<file path="src/rtl/ddr3_wb_arbiter.sv">
// ddr3_wb_arbiter: two-requester round-robin arbiter in front of the
// single pipelined Wishbone slave port of ddr3_top.
//
// Ports
//   i_clk, i_rst          clock, asynchronous active-high reset
//   i_wbN_*  (N=0,1)      requester N: cyc/stb/we/addr/data/sel/aux
//   o_wbN_stall/ack       handshake back to requester N
//   o_wbN_data/aux        read data / aux returned to requester N
//   o_wb_*                request bus to ddr3_top
//   i_wb_stall/ack/data/aux  response from ddr3_top
//
// One requester owns the bus at a time. The owner's outstanding requests
// are counted so ownership only moves once its pipeline has drained
// (or the owner dropped cyc, which makes the slave cancel everything).

module ddr3_wb_arbiter #(
  parameter int ADDR_BITS       = 24,
  parameter int DATA_BITS       = 128,
  parameter int SEL_BITS        = 16,
  parameter int AUX_WIDTH       = 4,
  parameter int MAX_OUTSTANDING = 16
) (
  input  logic                 i_clk,
  input  logic                 i_rst,
  // requester 0
  input  logic                 i_wb0_cyc,
  input  logic                 i_wb0_stb,
  input  logic                 i_wb0_we,
  input  logic [ADDR_BITS-1:0] i_wb0_addr,
  input  logic [DATA_BITS-1:0] i_wb0_data,
  input  logic [SEL_BITS-1:0]  i_wb0_sel,
  input  logic [AUX_WIDTH-1:0] i_wb0_aux,
  output logic                 o_wb0_stall,
  output logic                 o_wb0_ack,
  output logic [DATA_BITS-1:0] o_wb0_data,
  output logic [AUX_WIDTH-1:0] o_wb0_aux,
  // requester 1
  input  logic                 i_wb1_cyc,
  input  logic                 i_wb1_stb,
  input  logic                 i_wb1_we,
  input  logic [ADDR_BITS-1:0] i_wb1_addr,
  input  logic [DATA_BITS-1:0] i_wb1_data,
  input  logic [SEL_BITS-1:0]  i_wb1_sel,
  input  logic [AUX_WIDTH-1:0] i_wb1_aux,
  output logic                 o_wb1_stall,
  output logic                 o_wb1_ack,
  output logic [DATA_BITS-1:0] o_wb1_data,
  output logic [AUX_WIDTH-1:0] o_wb1_aux,
  // shared slave port
  output logic                 o_wb_cyc,
  output logic                 o_wb_stb,
  output logic                 o_wb_we,
  output logic [ADDR_BITS-1:0] o_wb_addr,
  output logic [DATA_BITS-1:0] o_wb_data,
  output logic [SEL_BITS-1:0]  o_wb_sel,
  output logic [AUX_WIDTH-1:0] o_wb_aux,
  input  logic                 i_wb_stall,
  input  logic                 i_wb_ack,
  input  logic [DATA_BITS-1:0] i_wb_data,
  input  logic [AUX_WIDTH-1:0] i_wb_aux
);

  localparam int CW = $clog2(MAX_OUTSTANDING + 1);
  localparam logic [CW-1:0] MAX_CNT =
    CW'(MAX_OUTSTANDING);

  typedef enum logic {
    IDLE,
    OWN
  } state_t;

  state_t        state_q, state_d;
  logic          owner_q, owner_d;
  logic          last_owner_q, last_owner_d;
  logic [CW-1:0] count_q, count_d;

  // selected-requester view
  logic own;
  logic sel_cyc;
  logic sel_stb;
  logic oth_cyc;
  logic full;
  logic accept;
  logic ack_dec;
  logic own_stall;

  always_comb begin
    own     = (state_q == OWN);
    sel_cyc = owner_q ? i_wb1_cyc : i_wb0_cyc;
    sel_stb = owner_q ? i_wb1_stb : i_wb0_stb;
    oth_cyc = owner_q ? i_wb0_cyc : i_wb1_cyc;
    full    = (count_q == MAX_CNT);
  end

  // request path: zero-latency mux from the owner
  always_comb begin
    o_wb_cyc  = own && sel_cyc;
    o_wb_stb  = own && sel_cyc && sel_stb
                && (count_q < MAX_CNT);
    o_wb_we   = owner_q ? i_wb1_we   : i_wb0_we;
    o_wb_addr = owner_q ? i_wb1_addr : i_wb0_addr;
    o_wb_data = owner_q ? i_wb1_data : i_wb0_data;
    o_wb_sel  = owner_q ? i_wb1_sel  : i_wb0_sel;
    o_wb_aux  = owner_q ? i_wb1_aux  : i_wb0_aux;
  end

  // stall depends only on slave stall and the registered count,
  // never on the requester's own stb
  always_comb begin
    own_stall   = i_wb_stall || full;
    o_wb0_stall = 1'b1;
    o_wb1_stall = 1'b1;
    o_wb0_ack   = 1'b0;
    o_wb1_ack   = 1'b0;
    if (own) begin
      if (owner_q) begin
        o_wb1_stall = own_stall;
        o_wb1_ack   = i_wb_ack;
      end else begin
        o_wb0_stall = own_stall;
        o_wb0_ack   = i_wb_ack;
      end
    end
  end

  // read data and aux are broadcast; only acks are routed
  always_comb begin
    o_wb0_data = i_wb_data;
    o_wb1_data = i_wb_data;
    o_wb0_aux  = i_wb_aux;
    o_wb1_aux  = i_wb_aux;
  end

  always_comb begin
    accept  = o_wb_stb && !i_wb_stall;
    // spurious ack at zero is forwarded but must not underflow
    ack_dec = i_wb_ack && (count_q != '0);
  end

  always_comb begin
    state_d      = state_q;
    owner_d      = owner_q;
    last_owner_d = last_owner_q;
    count_d      = count_q;
    unique case (state_q)
      IDLE: begin
        count_d = '0;
        if (i_wb0_cyc && i_wb1_cyc) begin
          state_d = OWN;
          owner_d = ~last_owner_q;
        end else if (i_wb0_cyc || i_wb1_cyc) begin
          state_d = OWN;
          owner_d = i_wb1_cyc;
        end
      end
      OWN: begin
        count_d = count_q
                  + CW'(accept)
                  - CW'(ack_dec);
        if (!sel_cyc) begin
          // slave cancels pending work when cyc drops
          state_d      = IDLE;
          last_owner_d = owner_q;
          count_d      = '0;
        end else if (count_q == '0 && !sel_stb
                     && oth_cyc) begin
          // drained and between bursts: let the other side in
          state_d      = IDLE;
          last_owner_d = owner_q;
        end
      end
      default: begin
        state_d = IDLE;
        count_d = '0;
      end
    endcase
  end

  always_ff @(posedge i_clk or posedge i_rst) begin
    if (i_rst) begin
      state_q      <= IDLE;
      owner_q      <= 1'b0;
      last_owner_q <= 1'b1;
      count_q      <= '0;
    end else begin
      state_q      <= state_d;
      owner_q      <= owner_d;
      last_owner_q <= last_owner_d;
      count_q      <= count_d;
    end
  end

endmodule

</file>
<file path="config.mk">
export PLATFORM = sky130hd
export DESIGN_NAME = ddr3_wb_arbiter
export DESIGN_NICKNAME = d
export VERILOG_FILES = /design/src/rtl/ddr3_wb_arbiter.sv
export SDC_FILE = /design/constraint.sdc
export NUM_CORES = 1
export LEC_CHECK = 0
export BUFFER_PORTS_ARGS = -buffer_cell sky130_fd_sc_hd__buf_2
export CORE_AREA = 4 4 360 362
export DETAILED_ROUTE_END_ITERATION = 16
export DIE_AREA = 0 0 364 366
export PLACE_DENSITY = 0.32
export SYNTH_ARGS = -nofsm -noshare
export SYNTH_HDL_FRONTEND = slang
export SYNTH_SLANG_ARGS = --single-unit
</file>
<file path="constraint.sdc">
create_clock -name i_clk -period 2.77 [get_ports i_clk]
set_input_delay 0.277 -clock i_clk [delete_from_list [all_inputs] [get_ports i_clk]]
set_output_delay 0.277 -clock i_clk [all_outputs]
set_load 0.005 [all_outputs]
</file>
==> parameters.txt, run 1 <==
Parameter                              Value

Yosys
  Synth Instances ... 530
  Mapped Nets ... 1,023
  Prevailing post-synth register cell ... sky130_fd_sc_hd__dfrtp_1
  Average cell area after synthesis ... 9.11 um2
  Number of synthesized register bits ... 8
  Synth cell types ... 34
  Area of the mapped netlist ... 4830 um2
  Sequential share of the synthesized area ... 0.0417
  Number of enable flip-flop cells after synthesis ... 0
  Synth area leader ... sky130_fd_sc_hd__buf_4
  Area share of the largest cell type after synthesis ... 0.411
  Total number of yosys warnings ... 0
  Share of synthesized flip-flops with an asynchronous set or reset ... 1.00
  Top cells by area in the synthesized netlist ... sky130_fd_sc_hd__buf_4 41%, sky130_fd_sc_hd__mux2_2 38%, sky130_fd_sc_hd__buf_6 4.0%

Die
  Die outline width ... 364 um
  Area of the placeable core ... 127,000 um2
  Total Die Area ... 133,000 um2
  Effective utilization at floorplan ... 0.0381
  Number of I/O pins ... 929
  Std-Cell Rows ... 131
  Y dimension of the die ... 366 um

Layout
  Layout cells sized above 1 ... 0.920
  Synth-to-layout area growth ... 56.9%
  Utilization of the core after routing ... 0.0598
  Most common cell after layout, fill and taps aside ... sky130_fd_sc_hd__buf_2
  Layout net count ... 1,284
  Commonest cells after routing, fill and taps aside ... 532 x sky130_fd_sc_hd__buf_2, 162 x sky130_fd_sc_hd__mux2_2, 11 x sky130_fd_sc_hd__mux2_4
  Final standard cell area without fillers ... 7570 um2
  Final-layout fill cell count ... 15,146
  Area of the multi-input gates ... 2410 um2
  Register area ... 205 um2

Min path
  Min-Delay Path Class ... input port to async pin

Setup path
  Worst endpoint required time ... 2.89 ns
  Worst Setup End Kind ... flop
  Element type at the critical path start ... flop
  CP max FO ... 3
  CP arrival ... 2.69 ns
  Setup Crit Path Kind ... flop to flop
  FF-to-FF path depth ... 13
  End of the worst register-to-register path ... count_q[4]$_DFF_PP0_
  Worst flop-to-flop path startpoint ... owner_q$_DFFE_PP0P_
  Worst setup slack for register-to-register paths ... 0.21 ns

Drt
  Ratio of routed vias to standard cells ... 1.96
  Average detailed-routed wire length per instance ... 23.0 um
  Initial DRC count ... 113
  Post-detailed-routing wire length ... 56.6 mm
  Detailed-route DRC error count ... 0
  Total iterations of the first detailed-routing run ... 4
  DRT antenna net count ... 0
  Via total after detailed routing ... 4,816

CTS
  Clock input transition at the sequential cells of the worst setup and hold paths ... 0.04 ns
  Max H-tree Level ... 1
  Clock root buffer ... sky130_fd_sc_hd__clkbuf_16
  CTS hold repair buffers ... 0
  Worst-skew pair later-pin latency ... 0.24 ns
  TritonCTS Sinks ... 8
  Clock tree from TritonCTS ... yes
  Deepest clock path buffer count ... 2
  TritonCTS Buffers ... 3

Timing
  Max_slew headroom ... 0.606
  Highest clock rate ... 390 MHz
  Setup Total Neg Slack ... 0 ns
  Worst Skew ... 0.00468 ns
  Number of failing setup endpoints in the final timing report ... 0
  Slew of the pin with the lowest slew margin ... 0.592 ns
  Fraction of the cycle the final worst path needs ... 0.926
  Final hold vios ... 0
  Setup repair after global routing missed its margin ... false
  Post-layout minimum cycle time ... 2.56 ns
  Final Max Slew Viols ... 0

Power and ir drop
  Power density relative to cell area ... 707 nW/um2
  Peak supply drop ... 0.395 mV
  Leakage ... 0.00322 uW

Placed design
  Routability congestion estimate from global placement ... 0.780
  Instance area at placement ... 7450 um2
  DPL Wire Length ... 53.5 mm
  # port buffers ... 532

Global routing
  Antenna violations before repair ... 17
  Number of global-route vias before repair ... 5,176
  Combined global-route utilization of all metal layers ... 0.0796
  Sum of overflow across all layers after global routing ... 0
  First-pass GRT wire length ... 66.9 mm
  Maximum number of pins on one net before global-route repair ... 89

Run
  Maximum Capacitance Violations ... 0

Status
  Result of the run ... completed
worst max-delay path by stage:
stage,from,endpoint,slack (ns),cells past startpoint
after global routing,owner_q$_DFFE_PP0P_,count_q[4]$_DFF_PP0_,0.02,13
after global placement,owner_q$_DFFE_PP0P_,count_q[4]$_DFF_PP0_,0.14,13
after floorplan,owner_q$_DFFE_PP0P_,count_q[4]$_DFF_PP0_,0.22,14
after CTS,owner_q$_DFFE_PP0P_,count_q[4]$_DFF_PP0_,0.10,13
after detailed placement,owner_q$_DFFE_PP0P_,count_q[4]$_DFF_PP0_,0.13,13
final,owner_q$_DFFE_PP0P_,count_q[4]$_DFF_PP0_,0.21,13
state kept, by name, indices dropped and copies added, names as in the netlist:
signal,cells
owner_q,1
own,1
last_owner_q,1
count_q,5
kinds of logic after synthesis:
family / Yosys count / share of synthesized area
and+or+nand+nor: 27 / 0.0321
DFF: 8 / 0.0417
adders and majority gates: 7 / 0.0197
xor gates and xnor gates: 4 / 0.00726
buffers and inverters: 295 / 0.462
muxes: 176 / 0.419
AOI/OAI and AO/OA: 13 / 0.0184
per-layer routing:
| layer | GRT usage | up-vias | part of all wire |
|---|---|---|---|
| met2 | 0.133 | 698 | 0.45 |
| met5 | 0.00259 | - | 0.00095 |
| li1 | - | 2038 | - |
| met3 | 0.0496 | 48 | 0.15 |
| met4 | 0.00594 | 2 | 0.0078 |
| met1 | 0.0891 | 2030 | 0.39 |
cell type report:
| class | instances | share of cell area |
|---|---|---|
| well taps | 1662 | 0.275 |
| inverters | 10 | 0.00496 |
| clock buffers | 4 | 0.0104 |
| diodes | 2 | 0.000661 |
| flip-flops and latches | 8 | 0.0271 |
| multi-input cells | 227 | 0.319 |
| repair buffers | 541 | 0.364 |
cells in the mapped netlist (all sizes together), types with 2 or more instances:
master  instances
nor2b           2
a21oi           5
nand3           2
o22ai           2
nor3            3
nand2           4
nor2            7
nand2b          5
and3            4
mux2          174
buf           285
xnor2           3
ha              6
dfrtp           7
mux2i           2
inv            10
critical path, cell delays in order, from the launching register on:
cell	delay, ns
sky130_fd_sc_hd__dfrtp_4	0.50
sky130_fd_sc_hd__mux2_4	0.22
sky130_fd_sc_hd__nand2_2	0.07
sky130_fd_sc_hd__nor3_4	0.17
sky130_fd_sc_hd__nand2b_1	0.07
sky130_fd_sc_hd__ha_1	0.28
sky130_fd_sc_hd__inv_1	0.06
sky130_fd_sc_hd__ha_1	0.16
sky130_fd_sc_hd__inv_1	0.06
sky130_fd_sc_hd__fa_2	0.36
sky130_fd_sc_hd__nand2b_1	0.16
sky130_fd_sc_hd__a21oi_2	0.13
sky130_fd_sc_hd__xnor2_1	0.14
sky130_fd_sc_hd__nor2_1	0.06
power breakdown:
group / switching, uW / internal [uW] / total (uW)
sequential: 57.1 / 177 / 235
combinational: 2790 / 2080 / 4860
clock: 62.0 / 192 / 254
metrics by stage:
step | power [uW] | hold WS [ns] | std cells | setup slack, ns
after floorplan | 2880 | 0.0919 | 530 | 0.220
after global placement | 5360 | 0.288 | 2445 | 0.136
after detailed placement | 5340 | 0.293 | 2445 | 0.129
after CTS | 5630 | 0.0407 | 2449 | 0.104
after global routing | 5820 | 0.0553 | 2453 | 0.0235
final | 5350 | 0.0266 | 2454 | 0.206
timing repair:
item / in CTS / in global routing
endpoints found under the setup margin: 0 / 1
gates resized for setup: 0 / 4
endpoints found under the hold margin: 0 / 0
buffers inserted: 0 / 3
No activity file was read; power rests on OpenSTA's default activity.
==> run 2: changes to the inputs <==
--- a/config.mk
+++ b/config.mk
@@ -9,7 +9,7 @@
 export CORE_AREA = 4 4 360 362
 export DETAILED_ROUTE_END_ITERATION = 16
 export DIE_AREA = 0 0 364 366
-export PLACE_DENSITY = 0.32
+export PLACE_DENSITY = 0.3
 export SYNTH_ARGS = -nofsm -noshare
 export SYNTH_HDL_FRONTEND = slang
 export SYNTH_SLANG_ARGS = --single-unit
==> parameters.txt, run 2 (same netlist as run 1, synthesis figures left out) <==
Parameter                              Value

Setup path
  CP cell instances ... mux2_4 -> nand2_2 -> nor3_4 -> nand2b_1 -> ha_1 -> inv_1 -> ha_2 -> inv_1 -> fa_2 -> nand2b_1 -> a21oi_2 -> xnor2_1 -> nor2_1 (was mux2_4 -> nand2_2 -> nor3_4 -> nand2b_1 -> ha_1 -> inv_1 -> ha_1 -> inv_1 -> fa_2 -> nand2b_1 -> a21oi_2 -> xnor2_1 -> nor2_1)
  Cell with the largest stage delay on the worst path ... sky130_fd_sc_hd__dfrtp_4 (unchanged)
  FF-to-FF path depth ... 13 (unchanged)
  Largest stage delay on the critical path ... 0.50 ns (about the same)
  CP arrival ... 2.69 ns (about the same)
  Worst setup slack for register-to-register paths ... 0.20 ns (was 0.21 ns)
  Setup Crit Path Kind ... flop to flop (unchanged)
  Worst Path Buf+Inv ... 2 (unchanged)
  Instance count on the critical path ... 13 (unchanged)
  Worst endpoint required time ... 2.89 ns (about the same)
  Element type at the critical path start ... flop (unchanged)
  Worst Setup End Kind ... flop (unchanged)
  CP max FO ... 3 (unchanged)
  Largest delay contributor family on the critical path ... adder cells (unchanged)

Placed design
  # port buffers ... 532 (unchanged)
  Placed cell count ... 2,446 (was 2,445)
  Instance area at placement ... 7440 um2 (was 7450 um2)
  DPL Wire Length ... 38.5 mm (was 53.5 mm)
  Routability congestion estimate from global placement ... 0.810 (was 0.780)
  Worst slack after detailed placement ... 0.0894 ns (was 0.129 ns)

Global routing
  First-pass GRT wire length ... 49.8 mm (was 66.9 mm)
  Combined global-route utilization of all metal layers ... 0.0566 (was 0.0796)
  Global-route track usage on met1 ... 0.0682 (was 0.0891)
  Sum of overflow across all layers after global routing ... 0 (unchanged)
  Met2 Resource Use GR ... 0.0923 (was 0.133)
  Number of global-route vias before repair ... 5,117 (was 5,176)
  GRT Max-Usage Layer ... met2 (unchanged)
  Antenna violations before repair ... 29 (was 17)
  Maximum number of pins on one net before global-route repair ... 147 (was 89)
  Met3 usage ... 0.0293 (was 0.0496)

Die
  Die outline width ... 364 um (unchanged)
  Total Die Area ... 133,000 um2 (unchanged)
  Effective utilization at floorplan ... 0.0381 (unchanged)
  Area of the placeable core ... 127,000 um2 (unchanged)
  Number of I/O pins ... 929 (unchanged)
  Std-Cell Rows ... 131 (unchanged)
  Y dimension of the die ... 366 um (unchanged)

CTS
  Deepest clock path buffer count ... 2 (unchanged)
  TritonCTS Sinks ... 8 (unchanged)
  Clock root buffer ... sky130_fd_sc_hd__clkbuf_16 (unchanged)
  TritonCTS Buffers ... 3 (unchanged)
  CTS hold repair buffers ... 0 (unchanged)
  Clock tree from TritonCTS ... yes (unchanged)
  Max H-tree Level ... 1 (unchanged)
  Worst-skew pair later-pin latency ... 0.24 ns (about the same)
  Postcts setup bufs ... 0 (unchanged)
  Clock input transition at the sequential cells of the worst setup and hold paths ... 0.04 ns (about the same)

Timing
  Max_slew headroom ... 0.436 (was 0.606)
  Number of failing setup endpoints in the final timing report ... 0 (unchanged)
  Hold_ws ... 0.00231 ns (was 0.0266 ns)
  Fraction of the cycle the final worst path needs ... 0.928 (was 0.926)
  Worst Skew ... 0.00290 ns (was 0.00468 ns)
  Slew of the pin with the lowest slew margin ... 0.846 ns (was 0.592 ns)
  Highest clock rate ... 389 MHz (was 390 MHz)
  Final Max Slew Viols ... 0 (unchanged)
  Post-layout minimum cycle time ... 2.57 ns (was 2.56 ns)
  Final hold vios ... 0 (unchanged)
  PnR worst setup slack ... 0.199 ns (was 0.206 ns)

Status
  Result of the run ... completed (unchanged)

Layout
  Final standard cell area without fillers ... 7580 um2 (was 7570 um2)
  Largest register FFs ... 5 (unchanged)
  Layout cells sized above 1 ... 0.921 (was 0.920)
  Top reg by flops ... count_q (unchanged)
  Non-filler cells, final ... 2,458 (was 2,454)
  Most common cell after layout, fill and taps aside ... sky130_fd_sc_hd__buf_2 (unchanged)
  Layout net count ... 1,282 (was 1,284)
  Commonest cells after routing, fill and taps aside ... 532 x sky130_fd_sc_hd__buf_2, 162 x sky130_fd_sc_hd__mux2_2, 11 x sky130_fd_sc_hd__mux2_4 (unchanged)
  Synth-to-layout area growth ... 56.9% (about the same)

Drt
  Ratio of routed vias to standard cells ... 1.97 (was 1.96)
  Detailed-route DRC error count ... 0 (unchanged)
  DRT antenna net count ... 0 (unchanged)
  Average detailed-routed wire length per instance ... 16.8 um (was 23.0 um)
  Via total after detailed routing ... 4,845 (was 4,816)
  Post-detailed-routing wire length ... 41.3 mm (was 56.6 mm)
  Initial DRC count ... 106 (was 113)
  Total iterations of the first detailed-routing run ... 4 (unchanged)

Power and ir drop
  Peak supply drop ... 1.10 mV (was 0.395 mV)
  Power density relative to cell area ... 622 nW/um2 (was 707 nW/um2)
  Leakage ... 0.00321 uW (was 0.00322 uW)

Min path
  Min-Delay Path Class ... input port to async pin (unchanged)

Run
  Maximum Capacitance Violations ... 0 (unchanged)
-- run 2: changes by cell type in the layout (fill, tap and decap cells not counted) --
cell | before | now
sky130_fd_sc_hd__buf_12 | 2 | 0
sky130_fd_sc_hd__ha_1 | 6 | 5
sky130_fd_sc_hd__diode_2 | 2 | 8
sky130_fd_sc_hd__buf_6 | 0 | 1
sky130_fd_sc_hd__ha_2 | 0 | 1
sky130_fd_sc_hd__buf_4 | 7 | 5
sky130_fd_sc_hd__buf_16 | 0 | 1
-- run 2: final cells by class --
| cell class | count | area, um2 |
|---|---|---|
| Inverter | 10 | 37.5 |
| Fill cell | 15067 | 119000 |
| Timing Repair Buffer | 539 | 2740 |
| Antenna cell | 8 | 20.0 |
| Tap cell | 1662 | 2080 |
| Clock buffer | 4 | 78.8 |
| Sequential cell | 8 | 205 |
| Multi-Input combinational cell | 227 | 2420 |
-- run 2: timing repair --
action                     4_1_cts  5_1_grt
hold endpoints to repair         0        0
resized for setup                0        7
setup endpoints to repair        0       34
-- run 2: report_power, final --
part / internal (uW) / leakage, uW / switching (uW)
Combinational: 2020 / 0.00307 / 2210
Clock: 193 / 0.0000382 / 65.2
Sequential: 177 / 0.0000999 / 51.4
Total: 2390 / 0.00321 / 2320
-- run 2: worst reg2reg max path, cell delays in order, from the launching register on --
cell and delay [ns]:
sky130_fd_sc_hd__dfrtp_4 0.50, sky130_fd_sc_hd__mux2_4 0.22, sky130_fd_sc_hd__nand2_2 0.07, sky130_fd_sc_hd__nor3_4 0.15, sky130_fd_sc_hd__nand2b_1 0.08, sky130_fd_sc_hd__ha_1 0.29, sky130_fd_sc_hd__inv_1 0.06, sky130_fd_sc_hd__ha_2 0.17
sky130_fd_sc_hd__inv_1 0.06, sky130_fd_sc_hd__fa_2 0.36, sky130_fd_sc_hd__nand2b_1 0.16, sky130_fd_sc_hd__a21oi_2 0.14, sky130_fd_sc_hd__xnor2_1 0.13, sky130_fd_sc_hd__nor2_1 0.06
-- run 2: stage by stage --
step	TNS (ns)	total power, uW	util
CTS	0	4850	0.0594
global route	-0.000688	5120	0.0597
floorplan	0	2880	-
global placement	0	4600	0.0588
finish	0	4710	0.0598
detailed placement	0	4560	0.0588
-- run 2: path summary, 6_finish.rpt --
kind	from	to
worst max-delay path	owner_q$_DFFE_PP0P_	count_q[4]$_DFF_PP0_
worst min-delay path	i_rst	count_q[4]$_DFF_PP0_
worst max register to register	owner_q$_DFFE_PP0P_	count_q[4]$_DFF_PP0_
worst min register to register	last_owner_q$_DFFE_PP1P_	owner_q$_DFFE_PP0P_
max in group asynchronous	i_rst	last_owner_q$_DFFE_PP1P_
min in group i_clk	i_wb0_cyc	owner_q$_DFFE_PP0P_
-- run 2: layer usage --
| metal | share of wire | routed length [um] |
|---|---|---|
| met1 | 0.41 | 16900 |
| met2 | 0.43 | 17900 |
| met3 | 0.14 | 5780 |
| met4 | 0.016 | 654 |
| met5 | 0.0015 | 61 |
